<file path="src/rtl/conv_cxy_pkg.sv">
// Shared definitions for the conv core pixel feeder.
//   feed_state_t : feeder FSM states (IDLE/STREAM/FLUSH/WAIT)
//   FEED_LAT     : cycles from read/squeeze issue to the registered core-side strobe
//   n_pix()      : pixel count of a feature map
package conv_cxy_pkg;

  typedef enum logic [1:0] {
    ST_IDLE   = 2'd0,
    ST_STREAM = 2'd1,
    ST_FLUSH  = 2'd2,
    ST_WAIT   = 2'd3
  } feed_state_t;

  // RAM read (1 cycle) plus the output register (1 cycle)
  localparam int FEED_LAT = 2;

  function automatic int n_pix(input int width, input int height);
    return width * height;
  endfunction

endpackage

</file>
<file path="src/rtl/pipe_delay_cxy.sv">
// N-stage register delay line with asynchronous active-high reset.
// Ports:
//   clk   in  1  clock, rising edge
//   rst   in  1  asynchronous reset, active-high; clears every stage
//   d_in  in  W  value entering the delay line
//   d_out out W  d_in delayed by N cycles
module pipe_delay_cxy #(
  parameter int W = 1,
  parameter int N = 1
) (
  input  logic         clk,
  input  logic         rst,
  input  logic [W-1:0] d_in,
  output logic [W-1:0] d_out
);

  logic [W-1:0] stage_q [N];

  genvar gi;
  generate
    for (gi = 0; gi < N; gi++) begin : g_stage
      if (gi == 0) begin : g_first
        always_ff @(posedge clk or posedge rst) begin
          if (rst) stage_q[0] <= '0;
          else     stage_q[0] <= d_in;
        end
      end else begin : g_next
        always_ff @(posedge clk or posedge rst) begin
          if (rst) stage_q[gi] <= '0;
          else     stage_q[gi] <= stage_q[gi-1];
        end
      end
    end
  endgenerate

  assign d_out = stage_q[N-1];

endmodule

</file>
<file path="src/rtl/conv_feeder_cxy.sv">
// Transmit side of the conv core pixel interface. Reads one feature map
// raster-order from a synchronous-read buffer RAM, streams it to the core as
// din/din_valid, then issues squeeze strobes to flush the 3x3 slide window and
// waits for the core's last-pixel indication before pulsing done.
// Ports:
//   clk, rst        clock (rising edge) / asynchronous active-high reset
//   start           one-cycle request to stream a map (ignored while busy)
//   base_addr       RAM address of pixel (0,0), sampled with an accepted start
//   stall           pauses issuing reads/squeezes while high
//   busy            high from the cycle after accepted start through the done cycle
//   done            one-cycle completion pulse
//   rd_en, rd_addr  RAM read request
//   rd_data         RAM data, valid one cycle after rd_en
//   din_valid, din  pixel to the conv core (din is 0 when not valid)
//   squeeze         flush strobe to the conv core
//   core_last_pix   last-pixel indication from the conv core
module conv_feeder_cxy
  import conv_cxy_pkg::*;
#(
  parameter int P_WIDTH     = 16,
  parameter int P_HEIGHT    = 16,
  parameter int P_PIX_CNT_W = 8,
  parameter int P_SQZ_CNT   = P_WIDTH + 1,
  parameter int ADDR_W      = 10,
  parameter int DW          = 24
) (
  input  logic              clk,
  input  logic              rst,
  input  logic              start,
  input  logic [ADDR_W-1:0] base_addr,
  input  logic              stall,
  output logic              busy,
  output logic              done,
  output logic              rd_en,
  output logic [ADDR_W-1:0] rd_addr,
  input  logic [DW-1:0]     rd_data,
  output logic              din_valid,
  output logic [DW-1:0]     din,
  output logic              squeeze,
  input  logic              core_last_pix
);

  localparam int N_PIX = n_pix(P_WIDTH, P_HEIGHT);
  localparam int SQZ_W = (P_SQZ_CNT > 1) ? $clog2(P_SQZ_CNT) : 1;
  localparam logic [P_PIX_CNT_W-1:0] PIX_LAST = P_PIX_CNT_W'(N_PIX - 1);
  localparam logic [SQZ_W-1:0]       SQZ_LAST = SQZ_W'(P_SQZ_CNT - 1);

  feed_state_t             state_q, state_d;
  logic [P_PIX_CNT_W-1:0]  pix_cnt_q, pix_cnt_d;
  logic [SQZ_W-1:0]        sqz_cnt_q, sqz_cnt_d;
  logic [ADDR_W-1:0]       base_q, base_d;
  logic                    last_seen_q, last_seen_d;
  logic                    busy_q, busy_d;
  logic                    done_q, done_d;
  logic [DW-1:0]           din_q, din_d;
  logic                    din_valid_q, din_valid_d;
  logic                    squeeze_q, squeeze_d;

  logic rd_issue;
  logic sqz_issue;
  logic rd_tok;
  logic sqz_tok;

  // Issue strobes react to stall combinationally so a stalled cycle issues nothing.
  assign rd_issue  = (state_q == ST_STREAM) && !stall;
  assign sqz_issue = (state_q == ST_FLUSH)  && !stall;

  assign rd_en   = rd_issue;
  assign rd_addr = rd_issue ? (base_q + ADDR_W'(pix_cnt_q)) : '0;

  // Tokens travel one stage here to line up with rd_data; the output register
  // below supplies the second cycle of latency. Reads and squeezes are issued in
  // disjoint states, so their outputs can never overlap.
  pipe_delay_cxy #(
    .W (2),
    .N (FEED_LAT - 1)
  ) u_tok_delay (
    .clk   (clk),
    .rst   (rst),
    .d_in  ({sqz_issue, rd_issue}),
    .d_out ({sqz_tok, rd_tok})
  );

  always_comb begin
    din_d       = rd_tok ? rd_data : '0;
    din_valid_d = rd_tok;
    squeeze_d   = sqz_tok;
  end

  always_comb begin
    state_d     = state_q;
    pix_cnt_d   = pix_cnt_q;
    sqz_cnt_d   = sqz_cnt_q;
    base_d      = base_q;
    busy_d      = busy_q;
    done_d      = 1'b0;
    // last-pixel indication is sticky once a map is in flight; it may well
    // arrive before the flush has finished issuing
    last_seen_d = last_seen_q | (core_last_pix && (state_q != ST_IDLE));

    case (state_q)
      ST_IDLE: begin
        busy_d      = 1'b0;
        last_seen_d = 1'b0;
        // busy_q is still high on the done cycle, which blocks a start there
        if (start && !busy_q) begin
          state_d   = ST_STREAM;
          base_d    = base_addr;
          pix_cnt_d = '0;
          busy_d    = 1'b1;
        end
      end
      ST_STREAM: begin
        busy_d = 1'b1;
        if (rd_issue) begin
          if (pix_cnt_q == PIX_LAST) begin
            pix_cnt_d = '0;
            sqz_cnt_d = '0;
            state_d   = ST_FLUSH;
          end else begin
            pix_cnt_d = pix_cnt_q + P_PIX_CNT_W'(1);
          end
        end
      end
      ST_FLUSH: begin
        busy_d = 1'b1;
        if (sqz_issue) begin
          if (sqz_cnt_q == SQZ_LAST) begin
            sqz_cnt_d = '0;
            state_d   = ST_WAIT;
          end else begin
            sqz_cnt_d = sqz_cnt_q + SQZ_W'(1);
          end
        end
      end
      ST_WAIT: begin
        busy_d = 1'b1;
        if (last_seen_q) begin
          state_d     = ST_IDLE;
          done_d      = 1'b1;
          last_seen_d = 1'b0;
        end
      end
      default: begin
        state_d = ST_IDLE;
        busy_d  = 1'b0;
      end
    endcase
  end

  always_ff @(posedge clk or posedge rst) begin
    if (rst) begin
      state_q     <= ST_IDLE;
      pix_cnt_q   <= '0;
      sqz_cnt_q   <= '0;
      base_q      <= '0;
      last_seen_q <= 1'b0;
      busy_q      <= 1'b0;
      done_q      <= 1'b0;
      din_q       <= '0;
      din_valid_q <= 1'b0;
      squeeze_q   <= 1'b0;
    end else begin
      state_q     <= state_d;
      pix_cnt_q   <= pix_cnt_d;
      sqz_cnt_q   <= sqz_cnt_d;
      base_q      <= base_d;
      last_seen_q <= last_seen_d;
      busy_q      <= busy_d;
      done_q      <= done_d;
      din_q       <= din_d;
      din_valid_q <= din_valid_d;
      squeeze_q   <= squeeze_d;
    end
  end

  assign busy      = busy_q;
  assign done      = done_q;
  assign din       = din_q;
  assign din_valid = din_valid_q;
  assign squeeze   = squeeze_q;

endmodule

</file>
<file path="config.mk">
export PLATFORM = sky130hd
export DESIGN_NAME = conv_feeder_cxy
export DESIGN_NICKNAME = d
export VERILOG_FILES = /design/src/rtl/conv_cxy_pkg.sv /design/src/rtl/pipe_delay_cxy.sv /design/src/rtl/conv_feeder_cxy.sv
export SDC_FILE = /design/constraint.sdc
export NUM_CORES = 1
export LEC_CHECK = 0
export CORE_MARGIN = 3
export CORE_UTILIZATION = 53
export CTS_BUF_LIST = sky130_fd_sc_hd__clkbuf_8
export CTS_CLUSTER_SIZE = 8
export DETAILED_ROUTE_END_ITERATION = 16
export PLACE_DENSITY_LB_ADDON = 0.08
export SYNTH_ARGS = -nofsm -noshare
export SYNTH_HDL_FRONTEND = slang
export SYNTH_SLANG_ARGS = --single-unit
</file>
<file path="constraint.sdc">
create_clock -name clk -period 4.05 [get_ports clk]
set_input_delay 0.6075 -clock clk [delete_from_list [all_inputs] [get_ports clk]]
set_output_delay 0.6075 -clock clk [all_outputs]
set_load 0.01 [all_outputs]
</file>
==> results.sh <==
export IMPL_synth_largest_type_area_fraction_pct=50.5
export IMPL_clock_skew_final_ns=0.00935
export IMPL_design_core_area_sq_mm=0.00488
export IMPL_io_buffer_count=77
export IMPL_vias_per_cell=5.36
export IMPL_global_route_overflow_total=0
export IMPL_maxSlewHeadroom_pct=36.6
export IMPL_run_status="completed"
export IMPL_synthesis_area_sq_mm=0.00278
export IMPL_most_numerous_cell_types_in_the_synthesized_netlist="56 x sky130_fd_sc_hd__dfrtp_1, 27 x sky130_fd_sc_hd__and2_1, 16 x sky130_fd_sc_hd__ha_1"
export IMPL_area_delta_synth_final_pct=33.5
export IMPL_synthMostInstantiatedCell="sky130_fd_sc_hd__dfrtp_1"
export IMPL_standard_cell_area_after_detailed_placement_sq_mm=0.00361
export IMPL_crit_path_start_kind="register"
export IMPL_postSynthRegisterBits=56
export IMPL_io_pin_count=78
export IMPL_slew_viol_final=0
export IMPL_synth_async_sr_flop_share_pct=100
export IMPL_worst_path_largest_cell_delay_ns=0.55
export IMPL_critical_path_cell_chain="inv_1, ha_1, nand2b_1, buf_4, or4_1, o211ai_1, clkdlybuf4s50_1"
export IMPL_cp_max_fo=11
export IMPL_post_route_drc_count=0
export IMPL_post_route_cells_drive_above_1_share_pct=8.36
export IMPL_cts_hold_buffers_added=0
export IMPL_worst_slew_pin_transition_ns=0.949
export IMPL_worst_skew_pair_later_pin_latency_ns=0.31
export IMPL_routabilityCongestion=0.886
export IMPL_netlist_cell_type_count=44
export IMPL_yosys_most_used_dff="sky130_fd_sc_hd__dfrtp_1"
export IMPL_drt_pass1_iterations=4
export IMPL_tritoncts="built"
export IMPL_leak_pwr_uw=0.00164
export IMPL_sequential_share_of_the_synthesized_area_pct=50.5
export IMPL_hold_path_class="reg -> reg"
export IMPL_postCtsSetupRepairBufs=0
export IMPL_timing_critical_path_arrival_ns=2.76
export IMPL_die_width_um=78.4
export IMPL_postCtsResizedCells=0
export IMPL_synth_edf_count=0
export IMPL_antenna_found_initial=0
export IMPL_fin_hold_ws_ns=0.376
export IMPL_dp_final_hpwl_um=4570
export IMPL_post_route_setup_tns_ns=0
export IMPL_clkSlewWorstSetupHoldPaths_ns=0.10
export IMPL_max_cap_violations=0
export IMPL_fp_row_count=25
export IMPL_critical_path_slowest_cell="sky130_fd_sc_hd__clkdlybuf4s50_1"
export IMPL_critPathRequiredTime_ns=3.44
export IMPL_grt_setup_unrepaired="false"
export IMPL_dr_total_vias=2153
export IMPL_reg2reg_setup_slack_ns=1.97
export IMPL_peakVddDrop_v=0.000395
export IMPL_final_hold_viol_count=0
export IMPL_grtUsageTotal_pct=21.2
export IMPL_syn_avg_cell_area_sq_um=10.9
export IMPL_n_fill_cell=369
export IMPL_post_place_cells=394
export IMPL_die_height_um=78.4
export IMPL_totalWireLength_um=6030
export IMPL_root_buffer="sky130_fd_sc_hd__clkbuf_8"
export IMPL_design_area_sq_mm=0.00370
export IMPL_synth_cells=254
export IMPL_end_kind="output port"
export IMPL_post_layout_nonfiller_instances=402
export IMPL_power_density_mw_per_mm2=519
export IMPL_post_route_min_period_ns=3.36
export IMPL_grt_max_degree=47
export IMPL_mappedNetlistNets=310
export IMPL_setup_violations_final=0
export IMPL_synth_largest_area_cell="sky130_fd_sc_hd__dfrtp_1"
export IMPL_clock_tree_htree_level_count=2
export IMPL_die_area_sq_mm=0.00614
export IMPL_initial_utilization_pct=56.9
export IMPL_number_of_buffers_added_by_the_clock_tree_synthesis_step=5
export IMPL_grt_pass1_vias=2252
export IMPL_critPathKind="reg -> out"
export IMPL_nNetsFinal=390
export IMPL_insertedDiodeCount=0
export IMPL_numClockSinks=56
export IMPL_route_detailed_wl_per_inst_um=15.0
export IMPL_initialDrtViolationCount=73
export IMPL_grt_pass1_wl_um=10400
export IMPL_clockBufferDepth=2
export IMPL_yosys_warnings=0
export IMPL_finalCritPeriodShare_pct=83.0
export IMPL_max_clock_freq_ghz=0.297
export IMPL_ant_nets=0
export IMPL_top_cells_by_area_in_the_synthesized_netlist="sky130_fd_sc_hd__dfrtp_1 50%, sky130_fd_sc_hd__ha_1 7.2%, sky130_fd_sc_hd__and2_1 6.1%"
export IMPL_finish_utilization_pct=75.9
[layout by cell type, fill, tap and decap left out, drive strengths merged, types with 2 or more instances in the layout]
cell           Yosys  routed
dfrtp             56      56
and2              27      27
ha                16      16
inv               15      16
a22o               3       3
o211ai             4       4
and3               2       2
or4                5       5
a211oi             4       4
buf                2       2
nor3               5       5
nor3b              3       3
o21ai             11      11
clkdlybuf4s50      0      77
o31ai              4       4
or3                3       3
nand2b             7       7
mux2              11      11
nand2             15      15
nand3              9       9
nor2b              8       8
nor2              10      10
a21o               2       2
a21oi             10      10
mux2i              3       3
a31oi              2       2
clkbuf             4       5
[flip-flops by register name (all words and copies together), names as in the netlist]
signal / flops
squeeze: 1
pix_cnt_q: 8
state_q: 2
last_seen_q: 1
done: 1
u_tok_delay.d_out: 2
busy: 1
din_valid: 1
din: 24
base_q: 10
sqz_cnt_q: 5
[metal layers]
metal  track usage [%]  share of wire, %
met3              4.47               5.3
met5                 0                 0
met1              25.4                42
met2              38.8                52
met4              5.42              0.98
[final timing paths]
path,endpoint,cells after the start,startpoint
max,rd_addr[8],7,state_q[1]$_DFFE_PP0P_
min,squeeze$_DFF_PP0_,0,u_tok_delay.d_out[1]$_DFF_PP0_
max reg2reg,pix_cnt_q[7]$_DFFE_PP0P_,6,state_q[1]$_DFFE_PP0P_
min reg2reg,squeeze$_DFF_PP0_,0,u_tok_delay.d_out[1]$_DFF_PP0_
max in group asynchronous,din[23]$_DFF_PP0_,3,rst
min in group asynchronous,din[16]$_DFF_PP0_,2,rst
[final cells by class]
cell class / instances / area, sq um / share of cell area [%]
clock buffers: 5 / 68.8 / 1.86
clock inverters: 3 / 21.3 / 0.574
inverters: 15 / 56.3 / 1.52
multi-input cells: 177 / 1290 / 34.7
flip-flops and latches: 56 / 1400 / 37.8
well taps: 67 / 83.8 / 2.26
repair buffers: 79 / 786 / 21.2
[logic make-up after synthesis]
kind of cell	after synthesis	share of synthesized area (%)
flip-flops	56	50.5
XOR/XNOR	1	0.316
AO/OA/AOI/OAI	49	12.7
adder cells (fa/ha/maj)	17	7.94
multiplexers	14	5.55
AND/OR/NAND/NOR	96	19.8
buffers and inverters	21	3.16
[power breakdown]
group,switching (uW),internal (uW),total (uW)
Combinational,403,416,818
Clock,189,123,312
Sequential,95.3,697,792
[critical path: cells and delay by family (launching register included)]
kind                       cells  cell delay [ns]
DFF                            1             0.42
buffers and inverters          3             0.86
adders and majority gates      1             0.35
AOI/OAI and AO/OA              1             0.16
and+or+nand+nor                2             0.65
[metrics by stage]
| stage | total power, uW | setup WS [ns] |
|---|---|---|
| finish | 1920 | 0.687 |
| global route | 2060 | 0.445 |
| CTS | 1940 | 0.673 |
| detailed placement | 1620 | 0.714 |
| global placement | 1590 | 0.740 |
| floorplan | 1320 | 1.72 |
Note: power is estimated with default switching activity, not from simulation.
